==> config.mk <==
export PLATFORM = sky130hd
export DESIGN_NAME = frame_serializer
export DESIGN_NICKNAME = d
export VERILOG_FILES = /design/src/rtl/ser_pkg.sv /design/src/rtl/baud_tick_gen.sv /design/src/rtl/frame_serializer.sv
export SDC_FILE = /design/constraint.sdc
export NUM_CORES = 1
export LEC_CHECK = 0
export ABC_AREA = 1
export CAP_MARGIN = 20
export CELL_PAD_IN_SITES_DETAIL_PLACEMENT = 0
export CELL_PAD_IN_SITES_GLOBAL_PLACEMENT = 1
export CORE_MARGIN = 5
export CORE_UTILIZATION = 35
export CTS_CLUSTER_SIZE = 30
export DETAILED_ROUTE_END_ITERATION = 16
export HOLD_SLACK_MARGIN = 0.15
export PLACE_DENSITY = 0.74
export REMOVE_ABC_BUFFERS = 1
export SYNTH_ARGS = -nofsm -noshare
export SYNTH_HDL_FRONTEND = slang
export SYNTH_SLANG_ARGS = --single-unit
export TNS_END_PERCENT = 5
==> constraint.sdc <==
create_clock -name clk -period 1.7 [get_ports clk]
set_clock_uncertainty 0.15 [all_clocks]
set_input_delay 0.34 -clock clk [delete_from_list [all_inputs] [get_ports clk]]
set_output_delay 0.34 -clock clk [all_outputs]
set_load 0.005 [all_outputs]
==> src/rtl/ser_pkg.sv <==
// ---------------------------------------------------------------------------
// ser_pkg
// Shared definitions for the frame serializer:
//   - ser_state_e       : serializer FSM states (IDLE, SHIFT, GAP)
//   - FRAME_W_DEF       : default frame length in bits
//   - CLKS_PER_BIT_DEF  : default clocks per serial bit
//   - START_BIT/STOP_BIT: required levels of frame bit 0 and bit FRAME_W-1
//   - framing_ok()      : start/stop bit check on a candidate frame
// ---------------------------------------------------------------------------
package ser_pkg;

    typedef enum logic [1:0] {
        IDLE  = 2'd0,
        SHIFT = 2'd1,
        GAP   = 2'd2
    } ser_state_e;

    localparam int   FRAME_W_DEF      = 10;
    localparam int   CLKS_PER_BIT_DEF = 868;

    localparam logic START_BIT = 1'b0;
    localparam logic STOP_BIT  = 1'b1;

    function automatic logic framing_ok(input logic first_bit, input logic last_bit);
        return (first_bit == START_BIT) && (last_bit == STOP_BIT);
    endfunction

endpackage

==> src/rtl/baud_tick_gen.sv <==
// ---------------------------------------------------------------------------
// baud_tick_gen
// Restartable bit-time counter. Emits a one-cycle tick every CLKS_PER_BIT
// cycles. Asserting clear_i restarts the count so the first tick lands
// CLKS_PER_BIT cycles after the clearing edge.
// Ports:
//   clk     in   system clock, rising edge
//   rst     in   synchronous active-high reset
//   clear_i in   restart the bit-time count on this edge
//   tick_o  out  high during the last cycle of each bit-time
// ---------------------------------------------------------------------------
module baud_tick_gen #(
    parameter int CLKS_PER_BIT = 868
) (
    input  logic clk,
    input  logic rst,
    input  logic clear_i,
    output logic tick_o
);

    localparam int            CW   = $clog2(CLKS_PER_BIT);
    localparam logic [CW-1:0] LAST = CW'(CLKS_PER_BIT - 1);

    if (CLKS_PER_BIT < 2) begin : g_bad_cfg
        $error("baud_tick_gen: CLKS_PER_BIT must be >= 2");
    end

    logic [CW-1:0] cnt_q;
    logic [CW-1:0] cnt_d;

    always_comb begin
        cnt_d = cnt_q + CW'(1);
        if (clear_i || (cnt_q == LAST)) begin
            cnt_d = '0;
        end
    end

    always_ff @(posedge clk) begin
        if (rst) begin
            cnt_q <= '0;
        end else begin
            cnt_q <= cnt_d;
        end
    end

    // Tick is combinational so the FSM acts on the edge that ends the bit.
    assign tick_o = (cnt_q == LAST);

endmodule

==> src/rtl/frame_serializer.sv <==
// ---------------------------------------------------------------------------
// frame_serializer
// Accepts one parallel frame on a valid/ready handshake and shifts it out on
// tx_o, bit 0 first, each bit held CLKS_PER_BIT clocks, followed by GAP_BITS
// idle bit-times. Frames with a bad start/stop bit are rejected when
// CHECK_FRAMING is set.
//
// Handshake: a frame is taken on any rising edge where frame_valid and
// frame_ready are both high; frame_i is sampled only on that edge. The source
// holds frame_valid (and frame_i) until it sees the handshake complete.
//
// Ports:
//   clk          in   system clock, rising edge
//   rst          in   synchronous active-high reset
//   frame_i      in   parallel frame, bit 0 transmitted first
//   frame_valid  in   frame_i is valid
//   frame_ready  out  frame can be accepted this cycle (IDLE and not in reset)
//   tx_o         out  serial line
//   busy         out  high in SHIFT or GAP
//   done         out  one-cycle pulse when the line is released after a frame
//   frame_err    out  one-cycle pulse after a frame is rejected for framing
//   state_o      out  current FSM state (ser_state_e encoding), for debug
// ---------------------------------------------------------------------------
module frame_serializer
    import ser_pkg::*;
#(
    parameter int   FRAME_W       = FRAME_W_DEF,
    parameter int   CLKS_PER_BIT  = CLKS_PER_BIT_DEF,
    parameter int   GAP_BITS      = 1,
    parameter logic IDLE_LEVEL    = 1'b1,
    parameter int   CHECK_FRAMING = 1
) (
    input  logic               clk,
    input  logic               rst,
    input  logic [FRAME_W-1:0] frame_i,
    input  logic               frame_valid,
    output logic               frame_ready,
    output logic               tx_o,
    output logic               busy,
    output logic               done,
    output logic               frame_err,
    output logic [1:0]         state_o
);

    localparam int BW = $clog2(FRAME_W + 1);
    // Keep the gap counter at least one bit wide even when GAP_BITS is 0.
    localparam int GW = (GAP_BITS > 0) ? $clog2(GAP_BITS + 1) : 1;

    ser_state_e       state_q, state_d;
    logic [FRAME_W-1:0] shreg_q, shreg_d;
    logic [BW-1:0]    bit_cnt_q, bit_cnt_d;
    logic [GW-1:0]    gap_cnt_q, gap_cnt_d;
    logic             done_q, done_d;
    logic             err_q, err_d;

    logic tick;
    logic accept;
    logic frame_good;
    logic start;
    logic last_bit;
    logic last_gap;

    assign frame_ready = (state_q == IDLE) && !rst;
    assign accept      = frame_valid && frame_ready;
    assign frame_good  = (CHECK_FRAMING == 0) ||
                         framing_ok(frame_i[0], frame_i[FRAME_W-1]);
    assign start       = accept && frame_good;
    assign last_bit    = (bit_cnt_q == BW'(FRAME_W - 1));
    assign last_gap    = (gap_cnt_q == GW'(GAP_BITS - 1));

    // Cleared on the acceptance edge so bit 0 occupies exactly the next
    // CLKS_PER_BIT cycles.
    baud_tick_gen #(
        .CLKS_PER_BIT(CLKS_PER_BIT)
    ) u_baud (
        .clk    (clk),
        .rst    (rst),
        .clear_i(start),
        .tick_o (tick)
    );

    // State register
    always_ff @(posedge clk) begin
        if (rst) begin
            state_q <= IDLE;
        end else begin
            state_q <= state_d;
        end
    end

    // Next-state logic
    always_comb begin
        state_d = state_q;
        case (state_q)
            IDLE: begin
                if (start) begin
                    state_d = SHIFT;
                end
            end
            SHIFT: begin
                if (tick && last_bit) begin
                    state_d = (GAP_BITS == 0) ? IDLE : GAP;
                end
            end
            GAP: begin
                if (tick && last_gap) begin
                    state_d = IDLE;
                end
            end
            default: state_d = IDLE;
        endcase
    end

    // Output logic: line level, busy, and the next values of the pulses.
    always_comb begin
        tx_o    = IDLE_LEVEL;
        busy    = 1'b0;
        done_d  = 1'b0;
        err_d   = accept && !frame_good;
        case (state_q)
            SHIFT: begin
                tx_o   = shreg_q[0];
                busy   = 1'b1;
                done_d = tick && last_bit && (GAP_BITS == 0);
            end
            GAP: begin
                busy   = 1'b1;
                done_d = tick && last_gap;
            end
            default: begin
                tx_o = IDLE_LEVEL;
            end
        endcase
    end

    // Datapath next-state: shift register and bit/gap counters.
    always_comb begin
        shreg_d   = shreg_q;
        bit_cnt_d = bit_cnt_q;
        gap_cnt_d = gap_cnt_q;
        if (start) begin
            shreg_d   = frame_i;
            bit_cnt_d = '0;
            gap_cnt_d = '0;
        end else if (tick && (state_q == SHIFT)) begin
            shreg_d   = {IDLE_LEVEL, shreg_q[FRAME_W-1:1]};
            bit_cnt_d = bit_cnt_q + BW'(1);
        end else if (tick && (state_q == GAP)) begin
            gap_cnt_d = gap_cnt_q + GW'(1);
        end
    end

    always_ff @(posedge clk) begin
        if (rst) begin
            shreg_q   <= '0;
            bit_cnt_q <= '0;
            gap_cnt_q <= '0;
            done_q    <= 1'b0;
            err_q     <= 1'b0;
        end else begin
            shreg_q   <= shreg_d;
            bit_cnt_q <= bit_cnt_d;
            gap_cnt_q <= gap_cnt_d;
            done_q    <= done_d;
            err_q     <= err_d;
        end
    end

    assign done      = done_q;
    assign frame_err = err_q;
    assign state_o   = state_q;

endmodule

==> results of run 1 <==
layout by cell type (no fill, tap or decap), types with 2 or more instances in the layout:
| cell type | n |
|---|---|
| a21boi_1 | 6 |
| a21oi_1 | 19 |
| buf_4 | 18 |
| clkbuf_8 | 6 |
| clkdlybuf4s50_1 | 15 |
| dfxtp_1 | 25 |
| dfxtp_2 | 3 |
| dlygate4sd2_1 | 2 |
| ha_1 | 4 |
| ha_4 | 3 |
| inv_1 | 24 |
| inv_2 | 4 |
| inv_4 | 3 |
| nand2_1 | 33 |
| nand2_2 | 2 |
| nand2_4 | 4 |
| nand3_1 | 16 |
| nand4_1 | 3 |
| nor2_1 | 13 |
| nor2_4 | 4 |
| nor3_1 | 2 |
| nor3b_1 | 4 |
| o21ai_0 | 5 |
| o21ai_1 | 2 |
stage by stage:
| step | total power [mW] | setup WS, ns | hold slack [ns] | TNS (ns) |
|---|---|---|---|---|
| 3_5_place_dp | 1.41 | -0.255 | 0.308 | -3.25 |
| 6_report | 2.27 | 0.0455 | 0.314 | 0 |
| 4_1_cts | 2.15 | 0.00649 | 0.318 | 0 |
| 3_3_place_gp | 1.41 | -0.254 | 0.298 | -2.91 |
| 2_1_floorplan | 1.08 | 0.0264 | 0.252 | 0 |
| 5_1_grt | 2.44 | -0.0590 | 0.346 | -0.327 |
layout make-up:
type / instances / area [sq um]
clock buffer: 7 / 86.3
sequential: 29 / 588
fill: 404 / 1990
clock inverter: 1 / 30.0
tap: 50 / 62.6
timing repair buffer: 39 / 363
multi-input combinational: 131 / 816
inverter: 31 / 124
power by group through the flow:
stage	clock [mW]	sequential (mW)	combinational, mW
3_5_place_dp	0	0.760	0.652
6_report	0.744	0.776	0.749
5_1_grt	0.807	0.782	0.850
2_1_floorplan	0	0.763	0.320
4_1_cts	0.773	0.751	0.630
3_3_place_gp	0	0.758	0.656
sequential cells by signal (all words and copies together), names as in the netlist:
name	cells
bit_cnt_q	4
done	1
gap_cnt_q	1
shreg_q	10
u_baud.cnt_q	10
state_o	2
frame_err	1
logic make-up (layout without fill, tap and decap cells):
kind of cell | Yosys count | after routing
AND/OR/NAND/NOR | 87 | 87
AO/OA/AOI/OAI | 35 | 35
flip-flops | 29 | 29
adder cells (fa/ha/maj) | 7 | 7
buffers and inverters | 34 | 78
XOR/XNOR | 2 | 2
metal layers:
layer | routed length (microns) | vias up
li1 | - | 708
met1 | 1340 | 584
met2 | 1440 | 19
met3 | 177 | 6
met4 | 45 | 0
met5 | 0 | -
final timing paths:
check | start | end | slack (ns) | depth (start not counted)
setup reg to reg | state_o[0] | shreg_q[6] | 0.06 | 10
setup / recovery | state_o[0] | state_o[0] | 0.05 | 1
hold / removal | shreg_q[0] | shreg_q[0] | 0.31 | 2
hold reg to reg | shreg_q[0] | shreg_q[0] | 0.31 | 2
what timing repair did:
item                       4_1_cts  5_1_grt
pin swaps                        2       10
setup buffers                    0        4
setup endpoints to repair        6       25
gates cloned                     0        1
gates resized for setup         13       15
hold buffers                     0        0
==> impl_results.md, run 1 <==
- Outcome: complete, no violations
- Worst relative slew slack: 0.833
- Most used DFF post-synth: dfxtp_1
- Vias/cell: 4.57
- Register area share after synthesis: 0.389
- Clock Sinks: 29
- Comb pwr share: 0.330
- WP buf/inv: 1
- Initial antenna violation count: 0
- Die ar.: between 0.005 and 0.006 sq mm
- Psw: 0.656 mW
- Peak supply drop: approximately 0.00060 V
- 1st-pass router iterations: 4
- Port Buf Inserts: 19
- Fin util: 0.510
- Yosys reg bits: 29
- Mux contribution to synthesized area: 0
- Most frequent cell after synthesis: nand2_1
- Share of cells above drive strength 1: 0.244
- Compound-cell area share of the yosys netlist: 0.133
- Clock Path Buffers: 2
- P_leak: between 0.8 and 0.9 nW
- Crit path max fanout: 3
- Hold Path Class: register to register
- Simple-Gate Fraction of Synth Area: 0.306
- Largest family of logic cells by synthesized area: simple AND/OR/NAND/NOR gates
- Largest net degree at the start of global routing: 14
- Clock Latency Late Sink: 0.28 ns
- FMAX: 604 MHz
- Worst Setup Start Kind: register
- Slowest stage cell, crit path: clkdlybuf4s50_1
- Met3 Track Usage GR: 0.0567
- Final critical-path share of the clock period: 0.973
- Worst-Margin Slew: 0.249 ns
- Worst Path Required: ~1.2 ns
- Final Cell Area: 0.00207 sq mm
- Overflow after GRT: 0
- Synth Area in Adders: 0.0586
- Met1 GRT Util: 0.137
- RSZ-0062 raised after global routing: yes
- Max cap viols: 0
- HPWL Detailed: 2100 microns
- Yosys top cell area share: 0.389
- Final worst path period need: 1.65 ns
- Cell Int Power: 1.61 mW
- Worst path cell trace: clkdlybuf4s50_1
- Fin. Hold Viols: 0
- Drc violations: 0
- Routability cong.: 0.745
- Top cells by area, synth: dfxtp_1 39%, nand2_1 8.5%, inv_1 6.8%
- Total Wirelength: 3000 microns
- Final setup fails: 0
- XOR/XNOR Fraction of Synth Area: 0.0117
- Core area: 0.00406 sq mm
- Met2 usage: 0.215
- Cts bufs inserted: 5
- Clock Tree Root: clkbuf_8
- Htree depth: 2
- Vias in the first global route: around 1300
- Clock group share of total power: 0.328
- Placed cell area: 0.00184 sq mm
- Register share of total power: 0.342
- CTS clk-pin slew, worst paths: around 0.06 ns
- Final Slew Violations: 0
- Arr. time, crit path: 1.16 ns
- Initial core utilization: 0.368
- Final std cells w/o fill: 288
- Io pins: 20
- CP peak stage delay: 0.50 ns
- WL per Instance: 10.4 microns
- Count of cell types in the netlist: 29
- Die width: roughly 75 microns
- Final net count: 257
- Sw frac: 0.289
- DRT iter0 DRCs: 20
- Die Y: 75.3 microns
- Biggest area consumer among synthesized cells: dfxtp_1
- Power per Cell Area: between 1000 and 1500 mW/mm^2
- # rows: 23
- GRT Util Overall: 0.125
- Setup CP Type: register to output port
- P&R area growth vs syn: 38.5%
- Delay-heaviest family, CP: buffers and inverters
- Post-synth ARST share: 0
- CTS tree: done
- Syn_area_per_cell: 7.70 sq um
- Most used routing layer: met2
- Post-Syn Instances: 194
- Synth cell count leaders: 34 x nand2_1, 29 x dfxtp_1, 27 x inv_1
- First-pass GRT wire length: between 5000 and 6000 microns
- Ys Warns: 0
- Total vias in the final route: around 1300
- Diode count: 0
- EDFF count, synth: 0
- Placed instance count: approximately 280
- ANT nets after route: 0
- Worst Setup End Kind: output port
- Synth Cell Area: about 0.0015 sq mm
Note: power is estimated with default switching activity, not from simulation.
==> run 2: changes to the inputs <==
--- a/config.mk
+++ b/config.mk
@@ -14,7 +14,7 @@
 export CTS_CLUSTER_SIZE = 30
 export DETAILED_ROUTE_END_ITERATION = 16
 export HOLD_SLACK_MARGIN = 0.15
-export PLACE_DENSITY = 0.74
+export PLACE_DENSITY_LB_ADDON = 0.1
 export REMOVE_ABC_BUFFERS = 1
 export SYNTH_ARGS = -nofsm -noshare
 export SYNTH_HDL_FRONTEND = slang
==> impl_results.md, run 2 (synthesis gave the netlist of run 1 again) <==
- Final Slew Violations: 0 (unchanged)
- Io pins: 20 (unchanged)
- Initial core utilization: 0.368 (unchanged)
- GRT Util Overall: 0.122 (was 0.125)
- Final Cell Area: 0.00194 sq mm (was 0.00207 sq mm)
- Htree depth: 2 (unchanged)
- Final setup fails: 0 (unchanged)
- Setup TNS: 0 ns (unchanged)
- Most frequent cells in the layout: 33 x nand2_1, 26 x inv_1, 26 x dfxtp_1 (was 33 x nand2_1, 25 x dfxtp_1, 24 x inv_1)
- WL per Instance: 10.8 microns (was 10.4 microns)
- Worst relative slew slack: 0.823 (was 0.833)
- Crit path max fanout: 2 (was 3)
- Worst Setup End Kind: output port (unchanged)
- Max cap viols: 0 (unchanged)
- Power per Cell Area: 986 mW/mm^2 (was 1100 mW/mm^2)
- Vias in the first global route: 1330 (was 1337)
- CTS tree: done (unchanged)
- Clock Sinks: 29 (unchanged)
- HPWL Detailed: 2450 microns (was 2100 microns)
- Clock Latency Late Sink: 0.27 ns (was 0.28 ns)
- CP peak stage delay: 0.33 ns (was 0.50 ns)
- Worst Setup Start Kind: register (unchanged)
- Clock Path Buffers: 2 (unchanged)
- Die Y: 75.3 microns (unchanged)
- FMAX: 597 MHz (was 604 MHz)
- Outcome: complete, no violations (unchanged)
- Final worst path period need: 1.67 ns (was 1.65 ns)
- Largest net degree at the start of global routing: 14 (unchanged)
- Met1 GRT Util: 0.128 (was 0.137)
- Final net count: 254 (was 257)
- Setup CP Type: register to output port (unchanged)
- Total power: 1.92 mW (was 2.27 mW)
- Final critical-path share of the clock period: 0.985 (was 0.973)
- Diode count: 0 (unchanged)
- Die width: 75.3 microns (unchanged)
- Slowest stage cell, crit path: dfxtp_1 (was clkdlybuf4s50_1)
- ANT nets after route: 0 (unchanged)
- Total Wirelength: 3070 microns (was 3000 microns)
- Total vias in the final route: 1310 (was 1317)
- Worst path cell trace: inv_1 > ha_4 > dlygate4sd2_1 (was clkdlybuf4s50_1)
- Met2 usage: 0.231 (was 0.215)
- Drc violations: 0 (unchanged)
- P&R area growth vs syn: 30.2% (was 38.5%)
- # rows: 23 (unchanged)
- DRT iter0 DRCs: 27 (was 20)
- Clock Tree Root: clkbuf_8 (unchanged)
- Met3 Track Usage GR: 0.0356 (was 0.0567)
- Share of cells above drive strength 1: 0.215 (was 0.244)
- Cts bufs inserted: 5 (unchanged)
- Routability cong.: 0.775 (was 0.745)
- CTS clk-pin slew, worst paths: 0.06 ns (about the same)
- RSZ-0062 raised after global routing: yes (unchanged)
- 1st-pass router iterations: 4 (unchanged)
- Initial antenna violation count: 0 (unchanged)
- Most common cell after layout, fill and taps aside: nand2_1 (unchanged)
- Hold Path Class: register to register (unchanged)
- Hold Buf Count CTS: 0 (unchanged)
- Fin. Hold Viols: 0 (unchanged)
- Top Registers: shreg_q x10, u_baud.cnt_q x10, bit_cnt_q x4 (unchanged)
- Worst Path Required: 1.21 ns (about the same)
- First-pass GRT wire length: 5340 microns (was 5430 microns)
- Most used routing layer: met2 (unchanged)
- Port Buf Inserts: 19 (unchanged)
- Worst-Margin Slew: 0.264 ns (was 0.249 ns)
- Placed cell area: 0.00184 sq mm (unchanged)
- Vias/cell: 4.63 (was 4.57)
- Arr. time, crit path: 1.18 ns (was 1.16 ns)
- Peak supply drop: 0.000411 V (was 0.000599 V)
- Core area: 0.00406 sq mm (unchanged)
- Die ar.: 0.00567 sq mm (unchanged)
- Overflow after GRT: 0 (unchanged)
- P_leak: 0.810 nW (was 0.845 nW)
run 2: final cells by class:
| cell class | instances | area (sq um) |
|---|---|---|
| Fill cell | 410 | 2110 |
| Multi-Input combinational cell | 131 | 788 |
| Sequential cell | 29 | 584 |
| Timing Repair Buffer | 36 | 317 |
| Inverter | 31 | 119 |
| Clock buffer | 5 | 68.8 |
| Tap cell | 50 | 62.6 |
| Clock inverter | 1 | 5.00 |
run 2: per-stage QoR:
stage,std cells,setup WS [ns],util,hold WS [ns]
floorplan,191,0.0264,-,0.252
global placement,275,-0.260,0.453,0.300
detailed placement,275,-0.285,0.453,0.315
CTS,281,0.00332,0.471,0.323
global route,283,-0.0491,0.479,0.350
finish,283,0.0254,0.479,0.311
run 2: critical path: cells and delay by family (launching register included):
family,cells,cell delay [ns]
buffers and inverters,2,0.34
DFF,1,0.33
adders and majority gates,1,0.24
run 2: repair_timing:
action / in CTS / in global routing
pin swaps: 1 / 4
hold endpoints to repair: 0 / 0
buffers inserted: 0 / 2
resized for setup: 13 / 6
setup endpoints to repair: 9 / 21
run 2: per-layer routing:
layer,vias up,part of all wire
met5,-,0
met2,14,0.52
met1,592,0.43
met3,4,0.031
li1,700,-
met4,0,0.013
run 2: worst paths after layout:
path | startpoint | to | slack [ns] | cells past startpoint
worst max-delay path | state_o[0] | busy | 0.03 | 3
worst min-delay path | shreg_q[0] | shreg_q[0] | 0.31 | 2
worst max register to register | state_o[0] | shreg_q[7] | 0.06 | 10
worst min register to register | shreg_q[0] | shreg_q[0] | 0.31 | 2
run 2: where the power goes:
part / leakage (nW) / internal [mW] / switching (mW)
logic: 0.535 / 0.330 / 0.322
registers: 0.236 / 0.726 / 0.0259
clock network: 0.0399 / 0.268 / 0.246
total: 0.810 / 1.32 / 0.593
